File: src/rtl/unidade_busca.sv
// Instruction fetch stage: switch-loaded program memory, PC and a
// valid/ready instruction port with free-run, single-step, jump and HALT.
module unidade_busca #(
  parameter int          ADDR_W  = 4,
  parameter int          DEPTH   = 16,
  parameter logic [3:0]  HALT_OP = 4'hF
) (
  input  logic              clock,
  input  logic              reset,
  input  logic              load_en,
  input  logic [ADDR_W-1:0] load_addr,
  input  logic [7:0]        load_data,
  input  logic              run,
  input  logic              step,
  input  logic              instr_ready,
  input  logic              jump_en,
  input  logic [ADDR_W-1:0] jump_addr,
  output logic [7:0]        instr_out,
  output logic              instr_valid,
  output logic [ADDR_W-1:0] pc_out,
  output logic              halted
);

  typedef enum logic [1:0] {
    IDLE,
    FETCH,
    HOLD,
    HALT
  } state_t;

  state_t            state;
  logic              step_mode;
  logic [ADDR_W-1:0] pc;
  logic [7:0]        mem [DEPTH];

  assign pc_out = pc;

  always_ff @(posedge clock or posedge reset) begin
    if (reset) begin
      state       <= IDLE;
      step_mode   <= 1'b0;
      pc          <= '0;
      instr_out   <= 8'h00;
      instr_valid <= 1'b0;
      halted      <= 1'b0;
      for (int i = 0; i < DEPTH; i++)
        mem[i] <= 8'h00;
    end else begin
      unique case (state)
        IDLE: begin
          if (load_en)
            mem[load_addr] <= load_data;
          if (run) begin
            step_mode <= 1'b0;
            state     <= FETCH;
          end else if (step) begin
            step_mode <= 1'b1;
            state     <= FETCH;
          end
        end
        FETCH: begin
          instr_out   <= mem[pc];
          instr_valid <= 1'b1;
          state       <= HOLD;
        end
        HOLD: begin
          if (instr_ready) begin
            instr_valid <= 1'b0;
            // HALT keeps the PC on the halt instruction
            if (instr_out[7:4] == HALT_OP) begin
              halted <= 1'b1;
              state  <= HALT;
            end else begin
              pc    <= jump_en ? jump_addr : pc + ADDR_W'(1);
              state <= step_mode ? IDLE : FETCH;
            end
          end
        end
        HALT: begin
          if (run) begin
            pc     <= '0;
            halted <= 1'b0;
            state  <= IDLE;
          end
        end
        default: state <= IDLE;
      endcase
    end
  end

endmodule
File: config.mk
export PLATFORM = sky130hd
export DESIGN_NAME = unidade_busca
export DESIGN_NICKNAME = d
export VERILOG_FILES = /design/src/rtl/unidade_busca.sv
export SDC_FILE = /design/constraint.sdc
export NUM_CORES = 1
export LEC_CHECK = 0
export ABC_AREA = 1
export CORE_MARGIN = 5
export CORE_UTILIZATION = 55
export CTS_CLUSTER_SIZE = 16
export DETAILED_ROUTE_END_ITERATION = 8
export GPL_TIMING_DRIVEN = 0
export HOLD_SLACK_MARGIN = 0.12
export PLACE_DENSITY = 0.77
export SYNTH_ARGS = -nofsm -noshare
export SYNTH_HDL_FRONTEND = slang
export SYNTH_SLANG_ARGS = --single-unit
File: constraint.sdc
create_clock -name clock -period 13.14 [get_ports clock]
set_input_delay 2.628 -clock clock [delete_from_list [all_inputs] [get_ports clock]]
set_output_delay 2.628 -clock clock [all_outputs]
set_load 0.1 [all_outputs]
-- Word-level counts from Yosys, hierarchy flattened
Cells that the tools add are included.
- word-level logic and storage cells: 74
- output and inout bits: 14
- input port bits: 23
- bits in registers: 145
- equal/unequal tests: 9
- muxes and demuxes: 26
- bitwise logic cells: 2
- order comparisons: 3
- $add $sub $neg: 1
- reduce and logical (&&, ||, !) cells: 11
- operators with widths (operator ; number):
    $bwmux 128 ; 1
    $bmux 8 s4 ; 1
    $demux 8 s4 ; 1
    $mux 8 ; 3
    $mux 4 ; 4
    $ge 5x5->1 const B ; 2
    $mux 2 ; 5
    $not 4->5 ; 2
    $ne 2x2->1 const B ; 4
    $pmux 2 s4 ; 1
    $pmux 4 s2 ; 1
    $reduce_and 4->1 ; 2
    $mux 1 ; 7
    $reduce_and 2->1 ; 3
    $reduce_bool 2->1 ; 3
    $lt 5x1->1 const B ; 1
    $add 4x1->4 const B ; 1
    $eq 2x2->1 const B ; 2
    $eq 4x4->1 const B ; 1
    $pmux 1 s2 ; 2
    $ne 3x3->1 const B ; 1
    $reduce_and 3->1 ; 1
    $eq 2x1->1 const B ; 1
    $logic_not 2->1 ; 1
    $logic_and 1x1->1 ; 1

-- Longest topological paths before layout
Gate-level depths: netlist (run 1).
- depth after elaboration: 6
- mapped depth: 11

-- Least setup slack after synthesis (run 1)
Ideal clock, no wire load.
- kind: input port to flip-flop
- from: in load_addr[3]
- to: reg mem[112] (netlist bit)
- buffers on the path: 1
- data arrival time: 3481 ps
- slack: 9529 ps
- setup time: 131 ps
- data required time: 13009 ps
- cell stages on the path: 5
- cells stage by stage: nor2_1 nand4_1 clkbuf_1 nand2_1 o21ai_0
- cells in the longest elaborated chain, start to end: 6
- elaborated cells on any way between the ends: 7
- those cells by class: order compare: 2; mux: 3; bitwise: 1; reduce/logical: 1
- ends and longest elaborated chain (what ; RTL line ; source):
    start: declaration ; 11 ; input logic [ADDR_W-1:0] load_addr,
    $not 4->5 (implied by the code) * ; 52 ; mem[load_addr] <= load_data;
    $ge 5x5->1 (implied by the code) / $lt 5x1->1 (equally long branches) ; 52 ;
    $logic_and 1x1->1 (implied by the code) ; 52 ;
    $mux 8 (implied by the code) ; 52 ;
    $demux 8 s4 * ; 52 ;
    $bwmux 128 * ; 52 ;
    end signal: indexed assignment ; 52 ;
    end: declaration ; 34 ; logic [7:0] mem [DEPTH];
Mark *: on every way between the ends. The rest lies on a longest branch, timed or not.
A chain may end at the register's enable or synchronous reset.

-- Final worst setup path (run 1)
- from: reg pc[2] (netlist: pc_out[2])
- to: out pc_out[2]
- RTL lines (what ; RTL line ; source):
    start: declaration ; 33 ; logic [ADDR_W-1:0] pc;
    start signal: assignment ; 74 ; pc <= jump_en ? jump_addr : pc + ADDR_W'(1);
    end: declaration ; 20 ; output logic [ADDR_W-1:0] pc_out,
No word-level cell between the ends.

==> results of run 1 <==
-- cells by family after synthesis --
group | Yosys count | share of synthesized area, %
AO/OA/AOI/OAI | 165 | 12.10
XOR/XNOR | 2 | 0.2541
adder cells (fa/ha/maj) | 1 | 0.1814
buffers and inverters | 103 | 6.678
flip-flops | 145 | 52.62
AND/OR/NAND/NOR | 441 | 28.16
-- sequential cells by signal, indices dropped and copies added, names as in the netlist --
register     cells
halted           1
instr_out        8
instr_valid      1
mem            128
pc_out           4
state            2
step_mode        1
-- worst reg2reg max path: stages (launching register included) --
cell	delay [ns]
dfrtp_1	0.37
clkbuf_1	0.38
nand2_1	0.21
clkbuf_1	0.32
or2_2	0.36
nand3_1	0.09
nand3_1	0.11
nand3_1	0.17
nand2_1	0.07
-- power breakdown --
group          switching [W]  internal, W
logic               0.000589     0.000271
registers           0.000112     0.000651
clock network       0.000177     0.000278
-- how the worst max path moves through the flow --
| stage | startpoint | slack [ns] | end |
|---|---|---|---|
| detailed placement | load_addr[3] | 8.61 | mem[123] |
| global placement | reset | 4.61 | mem[40] |
| CTS | pc_out[2] | 8.55 | pc_out[2] |
| finish | pc_out[2] | 8.56 | pc_out[2] |
| floorplan | reset | 6.62 | halted |
| global route | pc_out[2] | 8.51 | pc_out[2] |
-- final cells by class --
cell class / instances / area [sq um]
Sequential cell: 145 / 3628
Fill cell: 1060 / 4412
Clock inverter: 6 / 55.05
Buffer: 51 / 251.5
Inverter: 52 / 214.0
Timing Repair Buffer: 37 / 387.9
Clock buffer: 25 / 495.5
Multi-Input combinational cell: 609 / 2806
Tap cell: 172 / 215.2
-- per-layer routing --
metal,vias to the layer above,share of wire (%),track usage [%]
li1,2888,-,-
met1,2937,42,36.05
met2,270,47,44.06
met3,56,7.7,6.964
met4,0,3.4,11.48
met5,-,0,0
-- layout by cell type (no fill, tap or decap) --
master           count
a211oi_1             1
a21oi_1             23
a31oi_1              1
buf_1                3
buf_16               1
buf_2               12
buf_6                6
bufinv_16            1
bufinv_8             1
clkbuf_1            34
clkbuf_16           17
clkbuf_8             4
clkdlybuf4s50_1     36
clkinv_1             2
clkinv_2             5
dfrtp_1            145
ha_1                 1
inv_1               47
inv_2                1
inv_6                1
nand2_1            278
nand3_1             89
nand3_2              2
nand4_1              2
nand4_4              4
nor2_1              37
nor2_2               1
nor2_4               1
nor3_4               1
nor4_1               1
o211ai_1             1
o21ai_0            136
o21ai_1              1
o22ai_1              2
or2_2               25
xor2_1               2
-- per-stage QoR --
stage	setup slack [ns]	area, sq um	power (W)	hold slack (ns)
2_1_floorplan	6.617	6895	0.001356	0.4451
3_3_place_gp	4.605	7471	0.001576	0.4575
3_5_place_dp	8.607	7503	0.001605	0.4658
4_1_cts	8.546	8054	0.002064	0.4801
5_1_grt	8.509	8054	0.002208	0.5003
6_report	8.556	8054	0.002078	0.4775
==> impl_metrics.env, run 1 <==
export IMPL_ys_types=29
export IMPL_routed_wl_mm=19.42
export IMPL_path_depth=1
export IMPL_cp_end_kind="output pin"
export IMPL_cts_repair_resized=0
export IMPL_grt_ovfl_total=0
export IMPL_power_density_nw_per_um2=258.0
export IMPL_grt_usage_pct=27.58
export IMPL_async_reset_ff_share_pct=100.0
export IMPL_cts_buffer_depth=2
export IMPL_cap_violations=0
export IMPL_place_congestion=0.9131
export IMPL_synthTopCellsByArea="dfrtp_1 (53%), nand2_1 (15%), o21ai_0 (9.9%)"
export IMPL_final_setup_viol_count=0
export IMPL_synth_ff_type="dfrtp_1"
export IMPL_place_inst=1066
export IMPL_hold_path_class="reg -> reg"
export IMPL_drive_gt1_share_pct=8.973
export IMPL_nets=937
export IMPL_path_cells="clkdlybuf4s50_1"
export IMPL_crit_path_top_delay_cell="clkdlybuf4s50_1"
export IMPL_drv_slew=0
export IMPL_rows=41
export IMPL_fin_util_pct=64.61
export IMPL_crit_family="buffers and inverters"
export IMPL_avgSynthCellArea_sq_um=8.046
export IMPL_yosys_top_cells_count="nand2_1 (278), dfrtp_1 (145), o21ai_0 (136)"
export IMPL_postRouteAntennaNets=0
export IMPL_portBuffers=36
export IMPL_rrSetupSlack_ns=10.94
export IMPL_crit_buf_inv=1
export IMPL_final_cell_count_no_fill=1097
export IMPL_root_buffer="clkbuf_16"
export IMPL_clock_fmax_mhz=218.1
export IMPL_tns_ns=0
export IMPL_grt_max_degree=75
export IMPL_first_pass_iters=6
export IMPL_synth_nets=881
export IMPL_cpPeakStageDelay_ns=1.15
export IMPL_grt_pass1_vias=5866
export IMPL_vias_per_cell=5.607
export IMPL_worstHoldStart="mem[120]"
export IMPL_period_minus_slack_ns=4.584
export IMPL_h_tree_depth=4
export IMPL_hpwl_mm=13.41
export IMPL_r2r_start="pc_out[0]"
export IMPL_grt_pass1_wl_mm=30.79
export IMPL_fin_crit_sh_pct=34.89
export IMPL_die_x_um=122.0
export IMPL_synth_yosys_seq_area_share_pct=52.62
export IMPL_tritoncts="built"
export IMPL_r2r_end="instr_out[0]"
export IMPL_finalClockSkew_ns=0.007204
export IMPL_die_y_um=122.0
export IMPL_cp_required_ns=10.51
export IMPL_route_detailed_drc=0
export IMPL_cts_hold_buf=0
export IMPL_reg2reg_depth=8
export IMPL_synth_edf_count=0
export IMPL_cts_setup_buffers=0
export IMPL_clock_sinks=145
export IMPL_hold_violations=0
export IMPL_clkTransAtPathRegs_ns=0.05
export IMPL_synth_seq_cells=145
export IMPL_dieArea_sq_um=14880
export IMPL_synth_area_sq_um=6895
export IMPL_coreArea_sq_um=12470
export IMPL_status="finished clean"
export IMPL_tightest_slew_ns=0.9796
export IMPL_worst_hold_path_num_cells=2
export IMPL_dr_first_iter_drc_count=707
export IMPL_vias=6151
export IMPL_rsz0062_at_grt="no"
export IMPL_wl_per_cell_um=17.70
export IMPL_io_pin_count=37
export IMPL_cts_made_buffers=17
export IMPL_synth_top_cell_by_area="dfrtp_1"
export IMPL_synth_top_cell_area_share_pct=52.62
export IMPL_worstHoldEndpoint="mem[120]"
export IMPL_start_util_pct=55.31
export IMPL_cp_max_fo=3
export IMPL_relSlewSlack_pct=34.49
export IMPL_synthCells=857
export IMPL_critical_path_arrival_ns=1.96
export IMPL_ir_worst_vdd_mv=0.1221
export IMPL_p_leak_nw=3.802
export IMPL_ys_warn_count=0
export IMPL_diodes=0
export IMPL_synth_most_common_cell="nand2_1"
export IMPL_crit_type="reg -> out"
export IMPL_clock_latency_ns=0.43
export IMPL_crit_path_start_kind="flop"
export IMPL_grt_antenna_before_repair=0
export IMPL_area_growth_pct=16.80
No activity file was read; power rests on OpenSTA's default activity.
==> inputs of run 2 (changes only) <==
==> constraint.sdc (replaced) <==
create_clock -name clock -period 4.7 [get_ports clock]
set_input_delay 0.94 -clock clock [delete_from_list [all_inputs] [get_ports clock]]
set_output_delay 0.94 -clock clock [all_outputs]
set_load 0.1 [all_outputs]
==> run 2 against run 1 <==
Against the previous run:
- setup slack got worse by 6.8 ns
- critical endpoint unchanged
- final cell count fell by 0.27%
- via count rose by 1.5%
- die area did not move
- largest cell class unchanged
- flip-flop and latch count did not move
- critical path depth did not move
- core utilization fell by 0.30 points
- global-route usage barely moved
- first-iteration DRC count rose by 0.28%
- non-clock buffer count rose by 2
- total power rose to 2.7 times the previous value
==> impl_metrics.env, run 2 (synthesis gave the netlist of run 1 again) <==
export IMPL_tightest_slew_ns=0.9835
export IMPL_fin_util_pct=64.31
export IMPL_hold_path_class="reg -> reg"
export IMPL_largest_register_ffs=128
export IMPL_clock_latency_ns=0.43
export IMPL_r2r_start="pc_out[0]"
export IMPL_crit_path_top_delay_cell="clkdlybuf4s50_1"
export IMPL_die_x_um=122.0
export IMPL_portBuffers=36
export IMPL_rsz0062_at_grt="no"
export IMPL_h_tree_depth=4
export IMPL_die_y_um=122.0
export IMPL_grtUsageMet1_pct=37.07
export IMPL_tns_ns=0
export IMPL_cts_made_buffers=17
export IMPL_reg2reg_depth=8
export IMPL_cts_buffer_depth=2
export IMPL_cp_required_ns=3.76
export IMPL_crit_type="reg -> out"
export IMPL_drv_slew=0
export IMPL_cts_repair_resized=0
export IMPL_relSlewSlack_pct=34.23
export IMPL_grtUsageMet3_pct=7.474
export IMPL_path_cells="clkdlybuf4s50_1"
export IMPL_worst_slack_ns=1.782
export IMPL_grt_max_degree=44
export IMPL_crit_buf_inv=1
export IMPL_path_depth=1
export IMPL_fin_crit_sh_pct=62.10
export IMPL_tritoncts="built"
export IMPL_grt_antenna_before_repair=0
export IMPL_final_setup_viol_count=0
export IMPL_grt_usage_pct=27.54
export IMPL_vias=6246
export IMPL_dr_first_iter_drc_count=709
export IMPL_endpoint="pc_out[2]"
export IMPL_hold_violations=0
export IMPL_clock_fmax_mhz=342.6
export IMPL_wl_per_cell_um=17.56
export IMPL_cp_end_kind="output pin"
export IMPL_crit_path_start_kind="flop"
export IMPL_place_ws_ns=1.851
export IMPL_vias_per_cell=5.709
export IMPL_ir_worst_vdd_mv=0.2954
export IMPL_route_detailed_drc=0
export IMPL_cap_violations=0
export IMPL_crit_family="buffers and inverters"
export IMPL_cts_hold_buf=0
export IMPL_rrSetupSlack_ns=2.53
export IMPL_first_pass_iters=5
export IMPL_place_congestion=0.8985
export IMPL_cpPeakStageDelay_ns=1.16
export IMPL_grt_pass1_wl_mm=30.92
export IMPL_cts_setup_buffers=0
export IMPL_rows=41
export IMPL_top_usage_layer="met2"
export IMPL_clkTransAtPathRegs_ns=0.06
export IMPL_final_common_cell="nand2_1"
export IMPL_grtUsageMet2_pct=42.13
export IMPL_hpwl_mm=13.62
export IMPL_drive_gt1_share_pct=8.568
export IMPL_period_minus_slack_ns=2.919
export IMPL_fillers=1102
export IMPL_r2r_end="instr_out[0]"
export IMPL_whs_ns=0.4772
export IMPL_dieArea_sq_um=14880
export IMPL_postRouteAntennaNets=0
export IMPL_finalClockSkew_ns=0.005375
export IMPL_power_density_nw_per_um2=707.9
export IMPL_p_leak_nw=3.774
export IMPL_coreArea_sq_um=12470
export IMPL_grt_pass1_vias=5954
export IMPL_start_util_pct=55.31
export IMPL_grt_ovfl_total=0
export IMPL_status="finished clean"
export IMPL_diodes=0
export IMPL_clock_sinks=145
export IMPL_layout_common_cells="nand2_1 (278), dfrtp_1 (145), o21ai_0 (136)"
export IMPL_nets=939
export IMPL_largest_register="mem"
export IMPL_routed_wl_mm=19.21
export IMPL_root_buffer="clkbuf_16"
export IMPL_cp_max_fo=3
export IMPL_cp_startpoint="pc_out[2]"
export IMPL_area_growth_pct=16.26
export IMPL_critical_path_arrival_ns=1.98
export IMPL_io_pin_count=37
## run 2: cell type report
cell class / instances / area, sq um / area share, %
buffer: 51 / 251.5 / 3.137
clock buffer: 24 / 471.7 / 5.884
clock inverter: 2 / 10.01 / 0.1249
inverter: 52 / 212.7 / 2.653
multi-input combinational: 609 / 2806 / 35.01
sequential: 145 / 3628 / 45.26
tap: 172 / 215.2 / 2.685
timing repair buffer: 39 / 420.4 / 5.244
## run 2: worst min-delay path by stage
stage | from | to | slack (ns) | cells past startpoint
floorplan | mem[120] | mem[120] | 0.45 | 2
global placement | mem[68] | mem[68] | 0.46 | 2
detailed placement | mem[121] | mem[121] | 0.47 | 2
CTS | mem[69] | mem[69] | 0.48 | 2
global route | mem[125] | mem[125] | 0.50 | 2
finish | mem[32] | mem[32] | 0.48 | 2
## run 2: power breakdown
part / internal (W) / switching [W]
registers: 0.00182 / 0.000315
logic: 0.000760 / 0.00162
clock network: 0.000681 / 0.000476
total: 0.00326 / 0.00241
## run 2: routing by layer
layer	wire, um	share of wire [%]	up-vias
met5	0	0	-
met4	588	3.1	0
met3	1766	9.2	50
met2	8932	47	297
met1	7919	41	3013
li1	-	-	2886
## run 2: stage by stage
step / total power [W] / cells / instance area [sq um]
finish: 0.005675 / 1094 / 8016
global route: 0.006061 / 1094 / 8016
CTS: 0.005650 / 1094 / 8016
detailed placement: 0.004484 / 1068 / 7535
global placement: 0.004406 / 1065 / 7475
floorplan: 0.003790 / 857 / 6899
==> inputs of run 3 (changes only) <==
==> constraint.sdc (replaced) <==
create_clock -name clock -period 2.73 [get_ports clock]
set_input_delay 0.546 -clock clock [delete_from_list [all_inputs] [get_ports clock]]
set_output_delay 0.546 -clock clock [all_outputs]
set_load 0.1 [all_outputs]
==> results of run 3 <==
Same layout as run 2 (identical final DEF). Status: finished clean.
Main changes from that run: setup slack after placement 1.851 ns -> 0.2745 ns; setup slack after layout 1.782 ns -> 0.2055 ns; register-to-register setup slack 2.53 ns -> 0.56 ns; total power 0.005675 W -> 0.009770 W; worst IR drop on VDD 0.2954 mV -> 0.5086 mV
